`src/rtl/psec5_readout_pkg.sv`:
```
// Shared constants and state encoding for the PSEC5 readout frame packer.
package psec5_readout_pkg;

  localparam int NCHAN = 8;
  localparam int NSAMP = 5;
  localparam int SAMPW = 10;
  localparam int CHW   = NSAMP * SAMPW;

  typedef enum logic {
    FILL = 1'b0,
    FULL = 1'b1
  } state_t;

endpackage

```
`src/rtl/chan_packer.sv`:
```
// One channel's staging register: packs NSAMP samples, first sample in the low bits.
module chan_packer #(
  parameter int NSAMP = psec5_readout_pkg::NSAMP,
  parameter int SAMPW = psec5_readout_pkg::SAMPW,
  parameter int CNTW  = $clog2(NSAMP + 1)
) (
  input  logic                   clk,
  input  logic                   rst,
  input  logic                   wr,
  input  logic                   clr,
  input  logic [SAMPW-1:0]       din,
  output logic [NSAMP*SAMPW-1:0] stage,
  output logic [CNTW-1:0]        cnt,
  output logic                   full,
  output logic                   last
);

  assign full = (cnt == CNTW'(NSAMP));
  assign last = (cnt == CNTW'(NSAMP - 1));

  // NOTE: the staging register is reset like any other state because a
  // masked-in channel must commit zeros in slots never written after reset.
  always_ff @(posedge clk) begin
    if (rst || clr) begin
      stage <= '0;
      cnt   <= '0;
    end else if (wr) begin
      // NOTE: non-blocking assignments keep the slot index using the old cnt.
      stage[int'(cnt)*SAMPW +: SAMPW] <= din;
      cnt                             <= cnt + CNTW'(1);
    end
  end

endmodule

```
`src/rtl/chan_frame_packer.sv`:
```
// Collects NSAMP samples per masked-in channel, then commits the frame to ch0..ch7.
module chan_frame_packer #(
  parameter int NCHAN = psec5_readout_pkg::NCHAN,
  parameter int NSAMP = psec5_readout_pkg::NSAMP,
  parameter int SAMPW = psec5_readout_pkg::SAMPW
) (
  input  logic                     clk,
  input  logic                     rst,
  input  logic                     samp_valid,
  output logic                     samp_ready,
  input  logic [$clog2(NCHAN)-1:0] samp_chan,
  input  logic [SAMPW-1:0]         samp_data,
  input  logic [NCHAN-1:0]         chan_mask,
  input  logic                     hold,
  input  logic                     err_clr,
  output logic [NSAMP*SAMPW-1:0]   ch0,
  output logic [NSAMP*SAMPW-1:0]   ch1,
  output logic [NSAMP*SAMPW-1:0]   ch2,
  output logic [NSAMP*SAMPW-1:0]   ch3,
  output logic [NSAMP*SAMPW-1:0]   ch4,
  output logic [NSAMP*SAMPW-1:0]   ch5,
  output logic [NSAMP*SAMPW-1:0]   ch6,
  output logic [NSAMP*SAMPW-1:0]   ch7,
  output logic                     frame_done,
  output logic                     overflow
);

  import psec5_readout_pkg::*;

  localparam int FW   = NSAMP * SAMPW;
  localparam int CNTW = $clog2(NSAMP + 1);

  state_t           state;
  logic [NCHAN-1:0] mask_q;
  logic [FW-1:0]    ch_q  [NCHAN];
  logic [FW-1:0]    stage [NCHAN];
  logic [CNTW-1:0]  cnt   [NCHAN];
  logic [NCHAN-1:0] full;
  logic [NCHAN-1:0] last;
  logic [NCHAN-1:0] sel;
  logic [NCHAN-1:0] wr;
  logic             xfer;
  logic             commit;
  logic             drop;
  logic             frame_fill;

  assign samp_ready = (state == FILL);
  assign xfer       = samp_valid && samp_ready;
  assign commit     = (state == FULL) && !hold;

  // NOTE: every always_comb output gets a default first so no latch is inferred.
  always_comb begin
    sel            = '0;
    sel[samp_chan] = 1'b1;
    wr             = xfer ? (sel & mask_q & ~full) : '0;
    drop           = xfer && mask_q[samp_chan] && full[samp_chan];
    // The frame is complete when every masked-in channel is full after this edge.
    frame_fill     = xfer && (|mask_q) && (&(~mask_q | full | (wr & last)));
  end

  for (genvar i = 0; i < NCHAN; i++) begin : g_chan
    chan_packer #(
      .NSAMP (NSAMP),
      .SAMPW (SAMPW),
      .CNTW  (CNTW)
    ) u_chan_packer (
      .clk   (clk),
      .rst   (rst),
      .wr    (wr[i]),
      .clr   (commit),
      .din   (samp_data),
      .stage (stage[i]),
      .cnt   (cnt[i]),
      .full  (full[i]),
      .last  (last[i])
    );
  end

  always_ff @(posedge clk) begin
    if (rst) begin
      state      <= FILL;
      mask_q     <= chan_mask;
      frame_done <= 1'b0;
      overflow   <= 1'b0;
      for (int i = 0; i < NCHAN; i++) ch_q[i] <= '0;
    end else begin
      frame_done <= 1'b0;
      if (drop)         overflow <= 1'b1;
      else if (err_clr) overflow <= 1'b0;

      case (state)
        FILL: if (frame_fill) state <= FULL;
        FULL: if (!hold) begin
          for (int i = 0; i < NCHAN; i++) ch_q[i] <= mask_q[i] ? stage[i] : '0;
          mask_q     <= chan_mask;
          frame_done <= 1'b1;
          state      <= FILL;
        end
        default: state <= FILL;
      endcase
    end
  end

  assign ch0 = ch_q[0];
  assign ch1 = ch_q[1];
  assign ch2 = ch_q[2];
  assign ch3 = ch_q[3];
  assign ch4 = ch_q[4];
  assign ch5 = ch_q[5];
  assign ch6 = ch_q[6];
  assign ch7 = ch_q[7];

endmodule

```
`config.mk`:
```
export PLATFORM = sky130hd
export DESIGN_NAME = chan_frame_packer
export DESIGN_NICKNAME = d
export VERILOG_FILES = /design/src/rtl/psec5_readout_pkg.sv /design/src/rtl/chan_packer.sv /design/src/rtl/chan_frame_packer.sv
export SDC_FILE = /design/constraint.sdc
export NUM_CORES = 1
export LEC_CHECK = 0
export ABC_AREA = 1
export CELL_PAD_IN_SITES_DETAIL_PLACEMENT = 1
export CELL_PAD_IN_SITES_GLOBAL_PLACEMENT = 1
export CORE_ASPECT_RATIO = 1.75
export CORE_MARGIN = 3
export CORE_UTILIZATION = 50
export DETAILED_ROUTE_END_ITERATION = 8
export DONT_BUFFER_PORTS = 1
export GPL_TIMING_DRIVEN = 0
export PLACE_DENSITY = 0.87
export SLEW_MARGIN = 25
export SYNTH_ARGS = -nofsm -noshare
export SYNTH_HDL_FRONTEND = slang
export SYNTH_SLANG_ARGS = --single-unit
```
`constraint.sdc`:
```
create_clock -name clk -period 36.6 [get_ports clk]
set_input_delay 7.32 -clock clk [delete_from_list [all_inputs] [get_ports clk]]
set_output_delay 7.32 -clock clk [all_outputs]
set_load 0.03 [all_outputs]
```
==> results by group, run 1 <==
Routing
  – Via density: 6.03
  – Drt drc: 0
  – DR vias: 43300
  – Drt first-iter violations: 3487
  – Antenna Nets Post-Route: 0
  – Routed WL: 199000 um
  – WL/cell: 27.7 um
  – First-pass DRT Iterations: 7

Final layout
  – Cell area after layout: 47500 sq um
  – Layout cell share with drive strength beyond 1: 5.93%
  – Filler instances: 10800
  – P&R area growth vs syn: 10.2%
  – Post-layout nets: 6073

Synthesis
  – Mapped Area: 43100 sq um
  – Synth cell types: 53
  – Seq/Total Area, Yosys: 48.3%
  – Syn Area/Cell: 7.32 sq um
  – Post-Syn Instances: 5886
  – Syn Nets: 5984
  – Synthesis-stage register bit count: 835
  – Syn. warnings: 0

Placed design
  – Gp weighted congestion: 1.03
  – Number of port buffers: 0
  – Placed instance area: 44800 sq um
  – DP HPWL: 150000 um

Setup path
  – Reg-to-reg setup timing slack: 32.34 ns
  – Worst Path Required: 36.93 ns
  – Worst R2R End: ch_q[1][130]
  – Critical R2R Launch: state
  – Most common cell on crit path: buf_16
  – Crit path launch type: input port
  – Worst Path Buf+Inv: 6
  – Crit-path slowest cell: o21ai_1
  – Worst Path Arrival: 10.69 ns
  – CP Class: in -> reg
  – CP Max Fanout: 62
  – Crit. End Element: flip-flop
  – Critical-path cell list: o21ai_1 -> clkbuf_2 -> clkbuf_4 -> buf_16 -> buf_16 -> buf_16 -> buf_16
  – FF-to-FF path depth: 8
  – CP delay by family, top: buffers and inverters
  – CP peak stage delay: 0.69 ns

Floorplan
  – Die width: 228 um
  – Die height: 394 um
  – I/O pin cnt: 429
  – Placeable Area: 84900 sq um
  – Die footprint: 89800 sq um
  – Floorplan row count: 141
  – Effective utilization at floorplan: 50.8%

STA
  – Setup_tns: 0 ns
  – Maximum clock rate: 96.6 MHz
  – Final worst path period need: 10.35 ns
  – Fin. Hold Viols: 0
  – Slew HR: 22.5%
  – Fin Clk Skew: 0.0335 ns
  – Tcrit/Tclk final: 28.3%
  – Slew Limit Fails: 0
  – Slew @ Worst Pin: 1.16 ns
  – Final setup vio count: 0
  – RSZ-0062 raised after global routing: false

Worst hold path
  – HP Class: reg -> reg
  – WHS Path Cells: 2
  – Min-Delay Startpoint: g_chan[2].u_chan_packer.stage[0]
  – Worst Hold Endpoint: g_chan[2].u_chan_packer.stage[0]

Run status
  – Run status: finished, final reports clean

Clock tree
  – CTS tree: built
  – Num CTS Buffers: 76
  – Cts hold-fix bufs: 0
  – Setup Buffers After CTS: 0
  – Clock network latency to the later pin of the worst-skew pair: 0.69 ns
  – Clock Sinks: 835
  – CTS Buffer Depth: 3
  – CTS root buffer: clkbuf_16
  – H-tree depth: 3
  – CTS clk-pin slew, worst paths: 0.06 ns
  – Post-cts resize count: 0

Power and ir drop
  – Leakage: 19.5 nW
  – VDD IR max: 0.0000399 V
  – Pwr/cell area: 45.0 nW/um^2

Global route
  – Initial antenna violation count: 16
  – Total GRT Usage: 43.0%
  – Vias in the first global route: 45800
  – Largest net degree at the start of global routing: 63
  – First-pass GRT wire length: 289000 um
  – Gr ovfl total: 0

Job
  – MaxCap Viol Count: 0
## cell usage in the layout, fill, tap and decap left out, types with 17 or more instances in the layout
cell type / n
nor3_1: 55
nor2_1: 1161
clkbuf_16: 77
edfxtp_1: 408
o21ai_2: 17
inv_2: 20
o22ai_1: 39
o21ai_1: 18
nor2_2: 21
buf_2: 83
nand4_1: 88
ha_1: 72
o21ai_0: 399
a21oi_1: 255
inv_1: 703
nand2_1: 1394
nand2_2: 17
clkinv_1: 22
clkbuf_2: 17
clkbuf_1: 132
nand3_1: 400
dfxtp_1: 427
## flip-flops by register name, summed over array words and instances, names as in the netlist
register	count
ch_q	400
frame_done	1
g_chan.u_chan_packer.cnt	24
g_chan.u_chan_packer.stage	400
mask_q	8
overflow	1
state	1
## cell families (layout without fill, tap and decap cells)
kind of cell / Yosys count / after routing / share of synthesized area [%]
flops: 835 / 835 / 48.3
other cells: 0 / 8 / 0
simple gates: 3197 / 3197 / 30.7
compound gates: 783 / 783 / 9.68
xor+xnor: 10 / 10 / 0.282
mux: 2 / 2 / 0.0465
buf+inv: 987 / 1138 / 8.92
fa+ha+maj: 72 / 72 / 2.09
## area by class of cell
class,instances,area (sq um),share of cell area (%)
sequential,835,20800,43.8
multi-input combinational,4064,18400,38.8
inverter,740,2780,5.86
clock buffer,89,1990,4.19
tap,1144,1430,3.01
buffer,247,1090,2.29
clock inverter,51,678,1.43
timing repair buffer,11,255,0.538
antenna,8,20.0,0.0422
## tightest hold or removal path, stage by stage (launching register included)
cell,delay [ns]
dfxtp_1,0.30
inv_1,0.06
a21oi_1,0.05
## how the worst max path moves through the flow
stage | start | to | slack, ns | cells past startpoint
after floorplan | hold | ch_q[0][0] | 16.78 | 3
after global placement | hold | ch_q[1][116] | 12.76 | 3
after detailed placement | hold | ch_q[1][42] | 25.25 | 7
after CTS | hold | ch_q[1][130] | 25.96 | 7
after global routing | hold | ch_q[1][130] | 26.15 | 7
final | hold | ch_q[1][130] | 26.25 | 7
## metrics by stage
stage	cells	utilization, %	hold slack, ns	setup slack (ns)	total power, mW
after floorplan	5886	-	0.427	16.78	1.19
after global placement	7030	52.4	0.440	12.76	1.27
after detailed placement	7041	52.8	0.444	25.25	1.26
after CTS	7181	55.9	0.459	25.96	2.12
after global routing	7181	55.9	0.482	26.15	2.18
final	7189	56.0	0.459	26.25	2.14
## per-layer routing
| metal | vias up | share of wire (%) | track usage (%) |
|---|---|---|---|
| met5 | - | 0.027 | 0 |
| met4 | 10 | 11 | 39.9 |
| met3 | 967 | 6.9 | 8.99 |
| met2 | 2362 | 50 | 76.3 |
| li1 | 19100 | - | - |
| met1 | 21000 | 32 | 41.2 |
## cells in the mapped netlist (all sizes together)
master	n	area, sq um
o22ai	40	256
o21a	5	37.5
o21bai	10	75.1
nand3	405	2050
xnor2	5	70.1
o211ai	9	67.6
o32ai	1	8.76
a21o	1	7.51
nand3b	16	120
clkinv	15	56.3
dfxtp	427	8550
o21ai	434	2240
nor3	63	357
buf	107	533
nand2	1414	5370
and2	2	12.5
clkbuf	140	526
nand4	88	551
a21oi	255	1280
and3	5	31.3
nor4	1	6.26
a211oi	13	97.6
o31ai	5	37.5
inv	725	2730
xor2	5	51.3
mux2i	2	20.0
edfxtp	408	12300
or3	1	6.26
o22a	3	26.3
a21boi	1	7.51
a31oi	6	37.5
ha	72	901
nor2	1198	4690
or2	4	25.0
## report_power, final
| group | internal (mW) | switching (mW) |
|---|---|---|
| Sequential | 0.996 | 0.0438 |
| Combinational | 0.0427 | 0.169 |
| Clock | 0.489 | 0.395 |
| Total | 1.53 | 0.608 |
Power figures use the tool's default switching activity.
==> run 2, diff against run 1 <==
- CORE_UTILIZATION: 50 -> 47
- PLACE_DENSITY: 0.87 -> 0.82
- clock period: 36.6 -> 10.4 ns (I/O delays scaled with it)
==> results by group, run 2 (synthesis gave the netlist of run 1 again) <==
Run status
  – Run status: finished, final reports clean (unchanged)

Global route
  – First-pass GRT wire length: 281000 um (was 289000 um)
  – Largest net degree at the start of global routing: 100 (was 63)
  – Vias in the first global route: 44400 (was 45800)
  – Initial antenna violation count: 12 (was 16)
  – Total GRT Usage: 39.4% (was 43.0%)
  – Gr ovfl total: 0 (unchanged)

Placed design
  – Dpl ws: 4.59 ns (was 25.25 ns)
  – Number of port buffers: 0 (unchanged)
  – Placed instance area: 44800 sq um (about the same)
  – Gp weighted congestion: 1.03 (about the same)
  – Dpl cells: 7079 (was 7041)
  – DP HPWL: 149000 um (was 150000 um)

Floorplan
  – Effective utilization at floorplan: 47.4% (was 50.8%)
  – Die footprint: 95500 sq um (was 89800 sq um)
  – Floorplan row count: 146 (was 141)
  – Placeable Area: 90800 sq um (was 84900 sq um)
  – I/O pin cnt: 429 (unchanged)
  – Die width: 235 um (was 228 um)
  – Die height: 406 um (was 394 um)

Routing
  – Drt drc: 0 (unchanged)
  – WL/cell: 26.9 um (was 27.7 um)
  – Drt first-iter violations: 2953 (was 3487)
  – DR vias: 42100 (was 43300)
  – Via density: 5.82 (was 6.03)
  – Routed WL: 194000 um (was 199000 um)
  – First-pass DRT Iterations: 5 (was 7)
  – Antenna Nets Post-Route: 0 (unchanged)

Clock tree
  – Setup Buffers After CTS: 0 (unchanged)
  – Cts hold-fix bufs: 0 (unchanged)
  – Clock Sinks: 835 (unchanged)
  – CTS root buffer: clkbuf_16 (unchanged)
  – Post-cts resize count: 0 (unchanged)
  – CTS clk-pin slew, worst paths: 0.07 ns (was 0.06 ns)
  – Clock network latency to the later pin of the worst-skew pair: 0.69 ns (about the same)
  – CTS tree: built (unchanged)
  – Num CTS Buffers: 77 (was 76)
  – CTS Buffer Depth: 3 (unchanged)
  – H-tree depth: 3 (unchanged)

Setup path
  – Worst Path Arrival: 5.45 ns (was 10.69 ns)
  – CP peak stage delay: 0.75 ns (was 0.69 ns)
  – Worst Path Buf+Inv: 5 (was 6)
  – Crit-path slowest cell: o21ai_1 (unchanged)
  – CP delay by family, top: buffers and inverters (unchanged)
  – Critical-path cell list: o21ai_1 -> clkbuf_2 -> clkbuf_8 -> buf_16 -> buf_16 -> buf_16 (was o21ai_1 -> clkbuf_2 -> clkbuf_4 -> buf_16 -> buf_16 -> buf_16 -> buf_16)
  – Most common cell on crit path: buf_16 (unchanged)
  – Worst Path Required: 10.71 ns (was 36.93 ns)
  – CP Class: in -> reg (unchanged)
  – Crit path launch type: input port (unchanged)
  – Crit. End Element: flip-flop (unchanged)
  – CP Max Fanout: 99 (was 62)

STA
  – Hold slack: 0.457 ns (was 0.459 ns)
  – Tcrit/Tclk final: 49.5%
  – Final worst path period need: 5.15 ns
  – Slew Limit Fails: 0 (unchanged)
  – Final worst slack: 5.25 ns (was 26.25 ns)
  – Slew @ Worst Pin: 1.08 ns (was 1.16 ns)
  – Fin. Hold Viols: 0 (unchanged)
  – Slew HR: 27.8% (was 22.5%)
  – Fin Clk Skew: 0.0243 ns (was 0.0335 ns)
  – Maximum clock rate: 194 MHz
  – Final setup vio count: 0 (unchanged)
  – RSZ-0062 raised after global routing: false (unchanged)

Final layout
  – P&R area growth vs syn: 10.1% (was 10.2%)
  – Largest regs: ch_q (400), g_chan.u_chan_packer.stage (400), g_chan.u_chan_packer.cnt (24) (unchanged)
  – Most common cell after layout, fill and taps aside: nand2_1 (unchanged)
  – Cell area after layout: 47400 sq um (was 47500 sq um)
  – Most frequent cells in the layout: nand2_1, nor2_1, inv_1, dfxtp_1, edfxtp_1 (unchanged)
  – Filler instances: 11500 (was 10800)
  – Layout cell share with drive strength beyond 1: 5.86% (was 5.93%)
  – Non-filler cells in the finished layout: 7230 (was 7189)
  – Final core occ: 52.2% (was 56.0%)
  – Post-layout nets: 6073 (unchanged)

Power and ir drop
  – Pwr/cell area: 156 nW/um^2 (was 45.0 nW/um^2)
  – Clock Power Share: 40.6% (was 41.4%)
  – Switching Power: 2.12 mW (was 608 uW)
  – Comb pwr share: 10.0% (was 9.9%)
  – Power Internal: 5.29 mW (was 1.53 mW)
  – Leakage: 19.5 nW (about the same)
  – Sequential power share: 49.4% (was 48.7%)
  – Switch share: 28.7% (was 28.5%)
  – VDD IR max: 0.000139 V (was 0.0000399 V)

Job
  – MaxCap Viol Count: 0 (unchanged)

Worst hold path
  – HP Class: reg -> reg (unchanged)
-- run 2: cell types whose count changed in the layout (fill, tap and decap cells not counted), sizes merged --
cell,delta
buf,-1
bufinv,-5
clkbuf,+6
clkinv,-2
clkinvlp,-2
inv,+5
-- run 2: cell type report --
type	count	area (sq um)	share of cell area, %
Timing Repair Buffer	10	235	0.496
Clock buffer	95	2060	4.33
Buffer	247	1090	2.30
Clock inverter	47	527	1.11
Multi-Input combinational cell	4064	18400	38.9
Antenna cell	8	20.0	0.0422
Sequential cell	835	20800	43.8
Tap cell	1184	1480	3.12
Inverter	740	2780	5.87
-- run 2: metal layers --
layer	vias to the layer above	wire [um]	track usage, %
li1	19100	-	-
met1	20400	65100	38.4
met2	1849	99800	72.9
met3	765	11400	7.05
met4	2	18200	31.2
met5	-	9	0
-- run 2: tightest hold or removal path, cell delays in order, from the launching register on --
cell	delay [ns]
dfxtp_1	0.30
inv_1	0.06
a21oi_1	0.06
-- run 2: per-stage QoR --
step	power (mW)	TNS, ns
6_report	7.41	0
5_1_grt	7.58	0
4_1_cts	7.40	0
3_5_place_dp	4.45	0
3_3_place_gp	4.45	-309.33
2_1_floorplan	4.16	0
-- run 2: worst paths after layout --
check        depth (start not counted)  slack, ns                               from                                end
max                                  6       5.25                               hold                       ch_q[1][102]
min                                  2       0.46  g_chan[4].u_chan_packer.stage[27]  g_chan[4].u_chan_packer.stage[27]
max reg2reg                          7       6.11                              state                       ch_q[1][102]
min reg2reg                          2       0.46  g_chan[4].u_chan_packer.stage[27]  g_chan[4].u_chan_packer.stage[27]
-- run 2: power by group through the flow --
stage	logic [mW]	clock network, mW	registers (mW)
2_1_floorplan	0.424	0	3.73
3_3_place_gp	0.695	0	3.76
3_5_place_dp	0.715	0	3.73
4_1_cts	0.719	3.02	3.66
5_1_grt	0.783	3.14	3.66
6_report	0.742	3.01	3.66
